--- src/rtl/dmem_arbiter.sv ---
// dmem_arbiter
//   Shares one synchronous single-port data RAM between the CPU memory stage
//   and an external requester (program loader / debug port). One access is
//   granted per cycle with zero-cycle arbitration; the losing CPU request is
//   stalled. Read data (one-cycle RAM latency) is steered back to whichever
//   side issued the read.
//
// Configuration macro: DMEM_ARB_CPU_PRIO_EN
//   undefined : round-robin tie-break on the last granted owner.
//   defined   : CPU wins ties, except that after STARVE_MAX consecutive
//               ext denials the ext side wins the next tie.
//
// Ports
//   clk, rst                 clock, synchronous active-low reset
//   cpu_req/we/addr/wdata    CPU request (held until granted)
//   cpu_stall                cpu_req & ~cpu_gnt
//   cpu_rdata/cpu_rvalid     CPU read return
//   ext_req/we/addr/wdata    external request
//   ext_gnt                  ext accept strobe
//   ext_rdata/ext_rvalid     ext read return
//   mem_en/we/addr/wdata     RAM command port
//   mem_rdata                RAM read data, valid the cycle after a read
module dmem_arbiter #(
  parameter int ADDR_W     = 14,
  parameter int STARVE_MAX = 8
) (
  input  logic              clk,
  input  logic              rst,
  input  logic              cpu_req,
  input  logic              cpu_we,
  input  logic [ADDR_W-1:0] cpu_addr,
  input  logic [31:0]       cpu_wdata,
  output logic              cpu_stall,
  output logic [31:0]       cpu_rdata,
  output logic              cpu_rvalid,
  input  logic              ext_req,
  input  logic              ext_we,
  input  logic [ADDR_W-1:0] ext_addr,
  input  logic [31:0]       ext_wdata,
  output logic              ext_gnt,
  output logic [31:0]       ext_rdata,
  output logic              ext_rvalid,
  output logic              mem_en,
  output logic              mem_we,
  output logic [ADDR_W-1:0] mem_addr,
  output logic [31:0]       mem_wdata,
  input  logic [31:0]       mem_rdata
);

  typedef enum logic {
    OWN_CPU = 1'b0,
    OWN_EXT = 1'b1
  } owner_e;

  owner_e      r_rd_owner;
  logic        r_rd_pend;
  logic [31:0] r_cpu_rdata;
  logic [31:0] r_ext_rdata;

  logic w_cpu_gnt;
  logic w_ext_gnt;
  logic w_ext_wins_tie;
  logic w_rd_issue;
  logic w_cpu_ret;
  logic w_ext_ret;

`ifdef DMEM_ARB_CPU_PRIO_EN
  localparam int CNT_W = $clog2(STARVE_MAX + 1);

  logic [CNT_W-1:0] r_starve_cnt;

  assign w_ext_wins_tie = (r_starve_cnt >= CNT_W'(STARVE_MAX));

  // Counts consecutive cycles the ext side was refused; saturates so it
  // cannot wrap while waiting for the forced grant.
  always_ff @(posedge clk) begin
    if (!rst) begin
      r_starve_cnt <= '0;
    end else if (w_ext_gnt) begin
      r_starve_cnt <= '0;
    end else if (ext_req && (r_starve_cnt < CNT_W'(STARVE_MAX))) begin
      r_starve_cnt <= r_starve_cnt + CNT_W'(1);
    end
  end
`else
  owner_e r_last_owner;

  assign w_ext_wins_tie = (r_last_owner == OWN_CPU);

  // Reset to EXT so the CPU wins the first tie.
  always_ff @(posedge clk) begin
    if (!rst) begin
      r_last_owner <= OWN_EXT;
    end else if (w_cpu_gnt) begin
      r_last_owner <= OWN_CPU;
    end else if (w_ext_gnt) begin
      r_last_owner <= OWN_EXT;
    end
  end
`endif

  // Grants are forced low while reset is asserted.
  always_comb begin
    w_cpu_gnt = 1'b0;
    w_ext_gnt = 1'b0;
    if (rst) begin
      if (cpu_req && ext_req) begin
        w_ext_gnt = w_ext_wins_tie;
        w_cpu_gnt = !w_ext_wins_tie;
      end else begin
        w_cpu_gnt = cpu_req;
        w_ext_gnt = ext_req;
      end
    end
  end

  assign cpu_stall = cpu_req & ~w_cpu_gnt;
  assign ext_gnt   = w_ext_gnt;

  always_comb begin
    mem_en    = 1'b0;
    mem_we    = 1'b0;
    mem_addr  = '0;
    mem_wdata = '0;
    if (w_cpu_gnt) begin
      mem_en    = 1'b1;
      mem_we    = cpu_we;
      mem_addr  = cpu_addr;
      mem_wdata = cpu_wdata;
    end else if (w_ext_gnt) begin
      mem_en    = 1'b1;
      mem_we    = ext_we;
      mem_addr  = ext_addr;
      mem_wdata = ext_wdata;
    end
  end

  assign w_rd_issue = (w_cpu_gnt & ~cpu_we) | (w_ext_gnt & ~ext_we);

  // RAM data arrives in the cycle after issue, so the owner's rdata passes
  // mem_rdata straight through on that cycle and a hold register keeps it
  // afterwards. Gating with rst drops a return that lands during reset.
  assign w_cpu_ret  = rst & r_rd_pend & (r_rd_owner == OWN_CPU);
  assign w_ext_ret  = rst & r_rd_pend & (r_rd_owner == OWN_EXT);
  assign cpu_rvalid = w_cpu_ret;
  assign ext_rvalid = w_ext_ret;
  assign cpu_rdata  = w_cpu_ret ? mem_rdata : r_cpu_rdata;
  assign ext_rdata  = w_ext_ret ? mem_rdata : r_ext_rdata;

  always_ff @(posedge clk) begin
    if (!rst) begin
      r_rd_pend   <= 1'b0;
      r_rd_owner  <= OWN_CPU;
      r_cpu_rdata <= '0;
      r_ext_rdata <= '0;
    end else begin
      r_rd_pend <= w_rd_issue;
      if (w_rd_issue) begin
        r_rd_owner <= w_ext_gnt ? OWN_EXT : OWN_CPU;
      end
      if (w_cpu_ret) begin
        r_cpu_rdata <= mem_rdata;
      end
      if (w_ext_ret) begin
        r_ext_rdata <= mem_rdata;
      end
    end
  end

endmodule

--- config.mk ---
export PLATFORM = sky130hd
export DESIGN_NAME = dmem_arbiter
export DESIGN_NICKNAME = d
export VERILOG_FILES = /design/src/rtl/dmem_arbiter.sv
export SDC_FILE = /design/constraint.sdc
export NUM_CORES = 1
export LEC_CHECK = 0
export CAP_MARGIN = 20
export CORE_MARGIN = 3
export CORE_UTILIZATION = 34
export CTS_CLUSTER_DIAMETER = 100
export DETAILED_ROUTE_END_ITERATION = 10
export GPL_ROUTABILITY_DRIVEN = 0
export HOLD_SLACK_MARGIN = 0.15
export MAX_ROUTING_LAYER = met4
export PLACE_DENSITY = 0.85
export SETUP_SLACK_MARGIN = 0.3
export SLEW_MARGIN = 15
export SYNTH_ARGS = -nofsm -noshare
export SYNTH_HDL_FRONTEND = slang
export SYNTH_SLANG_ARGS = --single-unit
--- constraint.sdc ---
create_clock -name clk -period 1.9 [get_ports clk]
set_input_delay 0.38 -clock clk [delete_from_list [all_inputs] [get_ports clk]]
set_output_delay 0.38 -clock clk [all_outputs]
set_load 0.005 [all_outputs]
Word level (Yosys, flattened, before mapping)
Cells that the tools add are included.

cells by class
  mux-type cells = 16
  bitwise operators = 12
  reductions and logical operators = 2

operators by type and width
  kind                number
  2-to-1 mux 32 bit   4
  2-to-1 mux 14 bit   2
  2-to-1 mux 1 bit    10
  AND 1 bit           6
  inverter 1 bit      5
  nonzero test 2 bit  1
  logical AND 1 bit   1
  OR 1 bit            1

storage, ports and cells
  flip-flop bits (word level) = 67
  input bits = 130
  word-level logic and storage cells = 35

Depth between registers and ports, before layout
  depth after elaboration = 5
  mapped depth = 6
  gate-level depth less buffers = 3

Worst setup path after synthesis
No wires, ideal clock.

  path type = input-to-output
  start point = in rst
  end point = out mem_addr[0]
  arrival = 1.251 ns
  data required time = 1.520 ns
  slack = 0.269 ns
  cell stages on the path = 5
  cells stage by stage = buf_4 and3_1 buf_2 buf_2 a22o_1

between the ends
  longest elaborated chain between the ends = 3
  elaborated cells on any way between the ends = 4
  classes of those cells = 4 x mux

RTL lines
  what                   line  RTL
  start: declaration     28    input logic rst,
  2-to-1 mux 1 bit       106   if (rst) begin
  2-to-1 mux 14 bit      130   end else if (w_ext_gnt) begin
  2-to-1 mux 14 bit (*)  125   if (w_cpu_gnt) begin
  end: declaration       45    output logic [ADDR_W-1:0] mem_addr,

Mark *: on every way between the ends. The rest lies on a longest branch, timed or not.

Worst setup path in the final report
  start point = reg r_rd_owner
  end point = out ext_rdata[12]

between the ends
  longest elaborated chain between the ends = 2

RTL lines
  what                      line  RTL
  start: declaration        55    owner_e r_rd_owner;
  start signal: assignment  159   r_rd_owner <= w_ext_gnt ? OWN_EXT : OWN_CPU;
  AND 1 bit                 144   assign w_ext_ret = rst & r_rd_pend & (r_rd_owner == OWN_EXT);
  2-to-1 mux 32 bit         -
  end: declaration          41    output logic [31:0] ext_rdata,

Every way passes these cells.

==> run metrics <==
Clock power frac=0.381; clk_skew=0.01016 ns; Slew HR=0.7037; Final ANT Viol Nets=0; Max clock buf depth=2; Synth area leaders=dfxtp_1, mux2_4, a22o_1; area grow syn2layout=110.6%; CP Data Required Time=1.52 ns; crit end category=primary output; clock root cell=clkbuf_8; Tmin final=2.086 ns; Yosys warnings=0; initial antenna violation count=0; Yosys reg bits=67; Worst VDD drop=0.0004031 V; Fin Hold WS=0.4332 ns; R2R cell count=8; fillers=641; final instance area=6930 um^2; Comb power frac=0.250; register area share after synthesis=0.4076; FF/Latch Area=1345 um^2; first-pass GRT wire length=21,250 um; status=complete, but fails checks; final WL=14,210 um; # hold bufs at CTS=0; drt first-iter violations=184; worst skew pair latency=0.33 ns; crit-path max cell delay=0.34 ns; P_leak=3.341 nW; CP Class=flop to primary output; footprint of the multi-input gates=1897 um^2; share of cells above drive strength 1=0.4781; setup ws final=-0.1865 ns; PwrDens=565.3 nW/um^2; RSZ-0062 raised after global routing=yes; vias in the first global route=3,786; worst slack at placement=-1.102 ns; synthesized area=3291 um^2; fin crit share=1.098; failing checks=negative setup slack; CTS tree=done; total CTS buffers=9; Worst-Margin Slew=0.4445 ns; HP Class=input port to flop; count of cell types in the netlist=22; syn_area_per_cell=11.47 um^2; GRT overflow=0; Final Power=0.003917 W; share of the synthesized area in the top cell type=0.4076; Core Rows=35; fmax=0.4793 GHz; CP bufs+invs=5; die area=10,900 um^2; Max Slew Vio Count=0; core area=9328 um^2; CP startpoint kind=flop; CTS H-tree depth=3; vias after detailed routing=3,486; Reg power frac=0.369; largest area contributor in the netlist=dfxtp_1; largest net degree at the start of global routing=57; vias per cell=4.822; crit-path leading delay family=buffers and inverters; Final setup violation count=112; Post-Layout Cell Count=723; Hold Vio Cnt, Final=0; crit path cell chain=buf_6, nand3_4, buf_12, buf_8, buf_12, mux2_4, buf_6; CP max stage cell=dfxtp_2; placed insts=658; Die X-Extent=104.4 um; hold path cells=4; first-pass iteration count of the detailed router=4; gr usage total=0.2583; Reg clk slew, reported paths=0.08 ns; WP depth=7; Switch Pwr=0.0008924 W; Initial Utilization=0.3528; # IOs=246; Placed Area=5976 um^2; Synth Instances=287; ANT cells=0; Net Sw Frac=0.2278; max-cap viol count=0; height of the die=104.4 um; hpwl dp=9355 um; CP arrival=1.71 ns; Max Fanout on Critical Path=5; CTS Sinks=67; drt wl/cell=19.66 um; Port Buffers=245; P_int=0.003025 W; Post-Syn Nets=417; Post-route DRC=0; nets@finish=719
## worst paths after layout
| check | start | end | slack, ns |
|---|---|---|---|
| setup / recovery | r_rd_owner | ext_rdata[12] | -0.19 |
| hold / removal | ext_req | r_last_owner | 0.43 |
| hold reg to reg | r_ext_rdata[10] | r_ext_rdata[10] | 0.58 |
| setup reg to reg | r_rd_owner | r_ext_rdata[12] | 0.29 |
## through the flow
stage	util	setup TNS (ns)
after floorplan	-	0
after global placement	0.6406	-68.31
after detailed placement	0.6406	-71.96
after CTS	0.7272	-13.49
after global routing	0.7430	-19.85
final	0.7430	-12.46
## sequential cells by signal (all words and copies together), names as in the netlist
name	count
r_rd_owner	1
r_last_owner	1
r_ext_rdata	32
r_rd_pend	1
r_cpu_rdata	32
## routing by layer
| layer | up-vias | global-route usage | share of wire |
|---|---|---|---|
| met3 | 26 | 0.09187 | 0.079 |
| met5 | - | - | 0 |
| met1 | 1680 | 0.3089 | 0.41 |
| met4 | 0 | 0.07977 | 0.022 |
| met2 | 147 | 0.4077 | 0.49 |
| li1 | 1633 | - | - |
## synthesized netlist by cell type
library cell / instances
a41oi_1: 1
a21oi_1: 1
nor2b_1: 2
nand3b_4: 1
dfxtp_1: 67
nand2_1: 3
mux2_2: 30
a21boi_0: 1
mux2_4: 34
o21a_1: 1
buf_4: 3
clkbuf_1: 11
nand3_4: 1
buf_6: 6
and3_1: 1
a22o_1: 47
inv_1: 4
nor2_1: 1
o21ai_0: 2
or3_1: 1
buf_2: 4
and2_1: 65
## area by class of cell
cell class | count | share of cell area
Clock buffer | 11 | 0.02185
Tap cell | 129 | 0.02329
Timing Repair Buffer | 312 | 0.4685
Clock inverter | 5 | 0.01535
Sequential cell | 67 | 0.1941
Multi-Input combinational cell | 195 | 0.2737
Inverter | 4 | 0.003250
## cells in the final DEF (no fill, tap or decap), drive strengths merged, types with 2 or more instances in the layout
master           n
mux2            64
and2            65
buf            185
dfxtp           67
clkdlybuf4s50  126
bufinv           3
clkbuf          11
a22o            47
nor2b            2
o21ai            2
nor2             4
inv              4
nand2            3
## kinds of logic after synthesis
family          count (synthesis)  synth area share
compound gates                 53            0.1369
buf+inv                        28           0.05057
mux                            64            0.2578
flops                          67            0.4076
simple gates                   75            0.1471
## tightest hold or removal path, delay by kind of cell
kind            cells  cell delay (ns)
buf+inv             2             0.22
compound gates      1             0.08
simple gates        1             0.07
## power by group through the flow
stage | Sequential (W) | Clock [W] | Combinational (W)
3_5_place_dp | 0.00148 | 0 | 0.000847
6_report | 0.00145 | 0.00149 | 0.000978
5_1_grt | 0.00145 | 0.00158 | 0.00103
2_1_floorplan | 0.00147 | 0 | 0.000269
3_3_place_gp | 0.00148 | 0 | 0.000832
4_1_cts | 0.00145 | 0.00152 | 0.000940
## what timing repair did
item / CTS / global route
gates cloned: 14 / 0
pin swaps: 44 / 11
endpoints found under the setup margin: 118 / 117
gates resized for setup: 588 / 25
buffers inserted: 29 / 6
No activity file was read; power rests on OpenSTA's default activity.
